$ cat config.mk
export PLATFORM = sky130hd
export DESIGN_NAME = expr_parser
export DESIGN_NICKNAME = d
export VERILOG_FILES = /design/src/rtl/alu_pkg.sv /design/src/rtl/dec_accum.sv /design/src/rtl/expr_parser.sv
export SDC_FILE = /design/constraint.sdc
export NUM_CORES = 1
export LEC_CHECK = 0
export ABC_AREA = 1
export CORE_MARGIN = 2
export CORE_UTILIZATION = 57
export DETAILED_ROUTE_END_ITERATION = 12
export PLACE_DENSITY = 0.8
export SLEW_MARGIN = 20
export SYNTH_ARGS = -nofsm -noshare
export SYNTH_HDL_FRONTEND = slang
export SYNTH_SLANG_ARGS = --single-unit
export TNS_END_PERCENT = 5
$ cat constraint.sdc
create_clock -name clk -period 2.95 [get_ports clk]
set_input_delay 0.7375 -clock clk [delete_from_list [all_inputs] [get_ports clk]]
set_output_delay 0.7375 -clock clk [all_outputs]
set_load 0.02 [all_outputs]
$ cat src/rtl/alu_pkg.sv
// alu_pkg: operator, ASCII, error codes and parser states shared by the ALU front end
package alu_pkg;
  localparam logic [1:0] OP_ADD = 2'b00;
  localparam logic [1:0] OP_SUB = 2'b01;
  localparam logic [1:0] OP_MUL = 2'b10;
  localparam logic [1:0] OP_DIV = 2'b11;
  localparam logic [7:0] CH_0 = 8'h30;
  localparam logic [7:0] CH_9 = 8'h39;
  localparam logic [7:0] CH_PLUS = 8'h2B;
  localparam logic [7:0] CH_MINUS = 8'h2D;
  localparam logic [7:0] CH_MUL = 8'h2A;
  localparam logic [7:0] CH_DIV = 8'h2F;
  localparam logic [7:0] CH_EQ = 8'h3D;
  localparam logic [7:0] CH_SP = 8'h20;
  localparam logic [7:0] CH_CR = 8'h0D;
  localparam logic [7:0] CH_LF = 8'h0A;
  localparam logic [1:0] ERR_NONE = 2'b00;
  localparam logic [1:0] ERR_CHAR = 2'b01;
  localparam logic [1:0] ERR_OVF = 2'b10;
  localparam logic [1:0] ERR_MISSING = 2'b11;
  typedef enum logic [1:0] {S_A, S_B, S_ERR} state_t;
  function automatic logic [1:0] op_code(input logic [7:0] c);
    return c == CH_MINUS ? OP_SUB : c == CH_MUL ? OP_MUL : c == CH_DIV ? OP_DIV : OP_ADD;
  endfunction
endpackage

$ cat src/rtl/dec_accum.sv
// dec_accum: decimal digit accumulator with overflow detect and digit-seen flag
module dec_accum #(
  parameter int DATA_W = 8
) (
  input  logic              clk,
  input  logic              rst,
  input  logic              clr,
  input  logic              en,
  input  logic [3:0]        digit,
  output logic [DATA_W-1:0] value,
  output logic              nonzero_cnt,
  output logic              ovf
);
  logic [DATA_W+3:0] nxt;
  assign nxt = (DATA_W+4)'(value) * (DATA_W+4)'(10) + (DATA_W+4)'(digit);
  assign ovf = |nxt[DATA_W+3:DATA_W];
  always_ff @(posedge clk or negedge rst)
    if (!rst) begin
      value <= '0;
      nonzero_cnt <= 1'b0;
    end else if (clr) begin
      value <= '0;
      nonzero_cnt <= 1'b0;
    end else if (en) begin
      value <= nxt[DATA_W-1:0];
      nonzero_cnt <= 1'b1;
    end
endmodule

$ cat src/rtl/expr_parser.sv
// expr_parser: parses ASCII "<A><op><B>=" into binary operands and an operator code
module expr_parser
  import alu_pkg::*;
#(
  parameter int DATA_W = 8,
  parameter bit SKIP_WS = 1
) (
  input  logic              clk,
  input  logic              rst,
  input  logic [7:0]        rx_data,
  input  logic              rx_valid,
  output logic [DATA_W-1:0] a,
  output logic [DATA_W-1:0] b,
  output logic [1:0]        op,
  output logic              out_valid,
  output logic              err_valid,
  output logic [1:0]        err_code,
  output logic              busy
);
  state_t state;
  logic [1:0] op_reg, code;
  logic [DATA_W-1:0] acc_a, acc_b;
  logic seen_a, seen_b, ovf_a, ovf_b, en_a, en_b, err, commit, to_a, to_b;
  logic is_digit, is_op, is_eq, is_ws;
  assign is_digit = rx_data >= CH_0 && rx_data <= CH_9;
  assign is_op = rx_data == CH_PLUS || rx_data == CH_MINUS || rx_data == CH_MUL || rx_data == CH_DIV;
  assign is_eq = rx_data == CH_EQ;
  assign is_ws = SKIP_WS && (rx_data == CH_SP || rx_data == CH_CR || rx_data == CH_LF);
  assign busy = state != S_A || seen_a;
  always_comb begin
    en_a = 1'b0;
    en_b = 1'b0;
    err = 1'b0;
    code = ERR_NONE;
    commit = 1'b0;
    to_a = 1'b0;
    to_b = 1'b0;
    if (rx_valid && !is_ws) begin
      if (state == S_A) begin
        if (is_digit) begin
          en_a = 1'b1;
          err = ovf_a;
          code = ERR_OVF;
        end else if (is_op && seen_a) to_b = 1'b1;
        else begin
          err = 1'b1;
          code = (is_op || is_eq) ? ERR_MISSING : ERR_CHAR;
        end
      end else if (state == S_B) begin
        if (is_digit) begin
          en_b = 1'b1;
          err = ovf_b;
          code = ERR_OVF;
        end else if (is_eq && seen_b) commit = 1'b1;
        else begin
          err = 1'b1;
          code = is_eq ? ERR_MISSING : ERR_CHAR;
        end
      end else to_a = is_eq || rx_data == CH_LF;
    end
  end
  dec_accum #(.DATA_W(DATA_W)) u_acc_a (
    .clk(clk), .rst(rst), .clr(err || commit), .en(en_a), .digit(rx_data[3:0]),
    .value(acc_a), .nonzero_cnt(seen_a), .ovf(ovf_a)
  );
  dec_accum #(.DATA_W(DATA_W)) u_acc_b (
    .clk(clk), .rst(rst), .clr(err || commit), .en(en_b), .digit(rx_data[3:0]),
    .value(acc_b), .nonzero_cnt(seen_b), .ovf(ovf_b)
  );
  always_ff @(posedge clk or negedge rst)
    if (!rst) begin
      state <= S_A;
      op_reg <= OP_ADD;
      a <= '0;
      b <= '0;
      op <= OP_ADD;
      out_valid <= 1'b0;
      err_valid <= 1'b0;
      err_code <= ERR_NONE;
    end else begin
      out_valid <= commit;
      err_valid <= err;
      if (err) begin
        err_code <= code;
        state <= S_ERR;
      end else if (commit) begin
        a <= acc_a;
        b <= acc_b;
        op <= op_reg;
        state <= S_A;
      end else if (to_b) begin
        op_reg <= op_code(rx_data);
        state <= S_B;
      end else if (to_a) state <= S_A;
    end
endmodule
; ---- Word level (Yosys, flattened, before mapping)
; Index checks and enable logic that the tools add are counted.
[totals]
latch_bits = 0
ff_bits = 44
rom_bits = 0
out_inout_bits = 23
input_bits = 11
ramBits = 0
n_memories = 0
elab_cells = 101
[classes]
bitwise_logic = 2
n_reduce_logical = 23
div_mod_pow = 0
eq_ne = 9
shifts = 0
addsub = 2
magnitude_cmp = 2
multipliers = 2
muxes = 49
[ops]
columns = operator, n
row1 = 8-bit by 6-bit == test with 1-bit output (second input constant), 6
row2 = 2-bit 2-to-1 mux, 16
row3 = 8-bit 2-to-1 mux, 4
row4 = 1-bit 2-to-1 mux, 29
row5 = 12-bit by 4-bit adder with 12-bit output, 2
row6 = 8-bit by 3-bit multiplier with 11-bit output (second input constant), 2
row7 = 8-bit by 4-bit == test with 1-bit output (second input constant), 2
row8 = 1-bit logical OR, 9
row9 = 8-bit by 6-bit greater-or-equal comparator with 1-bit output (second input constant), 1
row10 = 8-bit by 6-bit less-or-equal comparator with 1-bit output (second input constant), 1
row11 = 4-bit OR reduction, 2
row12 = 2-bit nonzero test, 3
row13 = 1-bit logical AND, 4
row14 = 4-bit nonzero test, 1
row15 = 3-bit AND reduction, 1
row16 = 2-bit by 1-bit == test with 1-bit output (second input constant), 1
row17 = 2-bit zero test, 1
row18 = 1-bit NOT, 2
row19 = 2-bit AND reduction, 1
row20 = 1-bit zero test, 1

; ---- Depth between registers and ports, before layout
[depth]
word_depth = 12
mapped_depth = 19
depth_no_buf = 18

; ---- By module
; From an unflattened synthesis, not the netlist that was laid out.
[unflattened]
hier_cells = 386
area_unflattened_um2 = 3184.3
[modules_own_cells]
columns = module, cells_per_inst, seq_area_each_um2, instances, area_each_um2
row1 = expr_parser, 176, 650.6, 1, 1486.4
row2 = dec_accum (u_acc_b), 98, 225.2, 1, 850.8
row3 = dec_accum (u_acc_a), 112, 225.2, 1, 847.1

; ---- Least setup slack after synthesis
; Ideal clock, no wire load.
[synth_timing]
kind = register -> register
from = register u_acc_a.value[1]
to = register u_acc_a.value[2]
stages_incl_launch_ff = 19
period_less_slack_ns = 2.698
required_ns = 2.831
slack_ns = 0.252
t_arrival_ns = 2.579
setup_time_ns = 0.119
path_buffers = 2
cell_sequence = dfrtp_1 -> ha_1 -> ha_1 -> fa_1 -> nand2_1 -> nor2_1 -> nand2_1 -> a21oi_1 -> nand2_1 -> nand2_1 -> nand2_1 -> nand3_1 -> nand2_1 -> nand2_1 -> nand2_1 -> buf_4 -> buf_6 -> nand4_1 -> nand2_1
[synth_via]
elab_chain_len = 8
word_cells_on_any_way = 10
classes_between = 1 x add/sub / 1 x mul / 5 x mux / 3 x reduce/logical
[synth_lines]
columns = element, line_no
row1 = start: declaration, dec_accum.sv:10  ; output logic [DATA_W-1:0] value,
row2 = start signal: assignment, dec_accum.sv:25  ; value <= nxt[DATA_W-1:0];
row3 = 8-bit by 3-bit multiplier with 11-bit output *, dec_accum.sv:15  ; assign nxt = (DATA_W+4)'(value) * (DATA_W+4)'(10) + (DATA_W+4)'(digit);
row4 = 12-bit by 4-bit adder with 12-bit output *, dec_accum.sv:15
row5 = 4-bit OR reduction, dec_accum.sv:16  ; assign ovf = |nxt[DATA_W+3:DATA_W];
row6 = 1-bit 2-to-1 mux, expr_parser.sv:40  ; if (is_digit) begin
row7 = 1-bit 2-to-1 mux, expr_parser.sv:39  ; if (state == S_A) begin
row8 = 1-bit 2-to-1 mux, expr_parser.sv:38  ; if (rx_valid && !is_ws) begin
row9 = 1-bit logical OR, expr_parser.sv:63  ; .clk(clk), .rst(rst), .clr(err || commit), .en(en_a), .digit(rx_data[3:0]),
row10 = 8-bit 2-to-1 mux / 2-bit nonzero test (equally long branches), -
; Mark *: on every way between the ends. The rest lies on a longest branch, timed or not. The select of a mux whose other input is x is not followed.
; A chain may end at the register's enable or synchronous reset.

; ---- Final worst setup path
[layout_timing]
from = register u_acc_a.value[2]
to = register u_acc_b.value[3]
[layout_via]
elab_chain_len = 8
word_cells_on_any_way = 9
classes_between = 1 x add/sub / 1 x mul / 4 x mux / 3 x reduce/logical
[layout_lines]
columns = element, line_no
row1 = 8-bit by 3-bit multiplier with 11-bit output *, dec_accum.sv:15
row2 = 12-bit by 4-bit adder with 12-bit output *, dec_accum.sv:15
row3 = 4-bit OR reduction *, dec_accum.sv:16
row4 = 1-bit 2-to-1 mux *, expr_parser.sv:40
row5 = 1-bit 2-to-1 mux *, expr_parser.sv:39
row6 = 1-bit 2-to-1 mux *, expr_parser.sv:38
row7 = 1-bit logical OR *, expr_parser.sv:67  ; .clk(clk), .rst(rst), .clr(err || commit), .en(en_b), .digit(rx_data[3:0]),
row8 = 8-bit 2-to-1 mux / 2-bit nonzero test (equally long branches), -
row9 = end signal: assignment, dec_accum.sv:25
row10 = end: declaration, dec_accum.sv:10
; Mark *: on every way between the ends. The rest lies on a longest branch, timed or not.

==> impl_metrics.toml <==
[outcome]
status = "complete, no violations"

[sta]
worst_slew_pin_slew_ns = 0.952
slew_violations = 0
period_share = 0.976
fin_skew_ns = 0.00472
max_slew_margin = 0.365
clock.fmax_ghz = 0.347
setup_slack_ns = 0.0716
hold_viol = 0
finalSetupViolCount = 0
post-route-min-period_ns = 2.88

[finish]
layout-drive-gt1-share = 0.168
nFillCells = 355
fin_util = 0.784
diodes = 0
fin_nets = 519
area_growth_pct = 30.3

[synthesis]
synth_edf_count = 0
yosysTopAreaCell = "dfrtp_1"
async_reset_ff_frac = 1.00
ys_seq_elements = 44
ys.warnings.count = 0
ys_types = 30
netlist_area_sq_um = 3130
synthCells = 405
ys.flop_type = "dfrtp_1"
synth.avg_cell_area_sq_um = 7.73
synth_common_cells = "nand2_1 (136), inv_1 (49), dfrtp_1 (44)"
synth_nets = 450
yosysMostFrequentCell = "nand2_1"
ys_seq_area_frac = 0.352
synth_top_area_frac = 0.352
synthTopCellsByArea = "dfrtp_1 (35%), nand2_1 (16%), ha_1 (12%)"

[floorplanning]
core_sq_um = 5200
dieArea_sq_um = 6100
die_h_microns = 78.1
start_util = 0.602
io_pins = 34
rows = 26
dieWidth_microns = 78.1

[run]
max-cap-violations = 0

[global_route]
grt_pass1_wl_microns = 13300
grt_max_degree = 55
grt_pass1_vias = 2869
grt.overflow.total = 0
antenna_found_initial = 0
grtUsageTotal = 0.270

[worst_setup_path]
r2r_setup_slack_ns = 0.07
worstPathRequired_ns = 3.15
crit_fanout = 7
cp-start-kind = "register"
cp.arrival_ns = 3.07
worstSetupPathType = "register to register"
end_kind = "register"

[detailed_routing]
drt-vias-per-instance = 5.78
routed_wl_microns = 8490
dr.pass1.iters = 5
ant_nets = 0
drc_errors = 0
vias = 3149
wl_per_cell_microns = 15.6
drtIter0Drc = 242

[clocking]
cts_buffer_depth = 2
cts_tree = "built"
clk_latency_ns = 0.31
h-tree-depth = 2
cts_root_buffer = "clkbuf_8"
clkTransAtPathRegs_ns = 0.08
numCtsBuffers = 5
cts_hold_buf = 0
cts.sinks = 44

[placement]
dp_hpwl_microns = 5550
port-buffer-count = 33
gp_congestion = 0.895
pre_cts_ws_ns = -0.223

[pwr]
ir_drop_uv = 276
p_leak_nw = 2.23
power_density_nw_per_um2 = 399

[worst_hold_path]
hold_path.class = "register to register"
## placed cells by master (no fill, tap or decap), types with 4 or more instances in the layout
master,netlist,routed
ha_1,30,24
nor3_1,5,4
a21oi_1,14,9
nand2_1,136,132
inv_1,49,48
nand2_2,1,4
clkbuf_8,0,6
buf_4,2,33
nand4_1,41,41
o21ai_0,5,5
nand3_1,15,14
xnor2_1,4,4
xor2_1,9,9
clkdlybuf4s50_1,0,31
dfrtp_1,44,42
ha_4,0,5
nor2_1,20,19
a21oi_2,0,5
## power breakdown
group	total, W	internal (W)	switching, W
clock network	0.000494	0.000277	0.000217
registers	0.000641	0.000625	0.0000163
logic	0.000493	0.000234	0.000259
total	0.00163	0.00114	0.000493
## worst paths after layout
check,cells after the start,endpoint,from
min,2,a[3]$_DFFE_PN0P_,a[3]$_DFFE_PN0P_
max reg2reg,17,u_acc_b.value[3]$_DFFE_PN0P_,u_acc_a.value[2]$_DFFE_PN0P_
min reg2reg,2,a[3]$_DFFE_PN0P_,a[3]$_DFFE_PN0P_
max,17,u_acc_b.value[3]$_DFFE_PN0P_,u_acc_a.value[2]$_DFFE_PN0P_
max in group asynchronous,1,u_acc_b.value[2]$_DFFE_PN0P_,rst
min in group asynchronous,1,u_acc_a.nonzero_cnt$_DFFE_PN0P_,rst
## repair_timing
item,CTS,global route
gates cloned,0,4
resized for setup,1,26
pin swaps,0,16
setup endpoints to repair,13,23
setup buffers,0,6
## routing by layer
layer,track usage,routed length (microns)
met1,0.361,3600
met2,0.458,4160
met3,0.0333,448
met4,0.0912,282
met5,0,0
## stage by stage
step / hold slack (ns) / total power (W) / cell area, sq um / instances / TNS [ns]
6_report: 0.476 / 0.00163 / 4080 / 545 / 0
4_1_cts: 0.479 / 0.00147 / 3830 / 535 / 0
2_1_floorplan: 0.442 / 0.000844 / 3130 / 405 / 0
3_3_place_gp: 0.453 / 0.000983 / 3700 / 527 / -2.61
5_1_grt: 0.495 / 0.00167 / 4080 / 545 / -1.13
3_5_place_dp: 0.458 / 0.000987 / 3700 / 527 / -4.01
## cells by family after synthesis
group | after synthesis | synth area share
compound gates | 26 | 0.0443
xor+xnor | 13 | 0.0364
fa+ha+maj | 34 | 0.145
buf+inv | 62 | 0.0907
flops | 44 | 0.352
simple gates | 226 | 0.332
## critical path: stages (launching register included)
cell and delay [ns]:
dfrtp_1 0.44, ha_1 0.24, ha_4 0.18, fa_2 0.58
nand2_1 0.07, nor2_1 0.08, nand2_1 0.11, a21oi_2 0.18
nand2_1 0.07, nand2_1 0.05, nand2_1 0.04, nand3_1 0.09
nand2_1 0.07, nand2_2 0.12, nand2_8 0.10, clkbuf_16 0.18
nand4_1 0.08, nand2_1 0.08
## area by class of cell
cell class | count | area (sq um) | area share
clock buffer | 6 | 82.6 | 0.0202
clock inverter | 2 | 38.8 | 0.00950
inverter | 52 | 198 | 0.0484
multi-input combinational | 299 | 1870 | 0.458
sequential | 44 | 1100 | 0.270
tap | 70 | 87.6 | 0.0215
timing repair buffer | 72 | 702 | 0.172
Power figures use the tool's default switching activity.
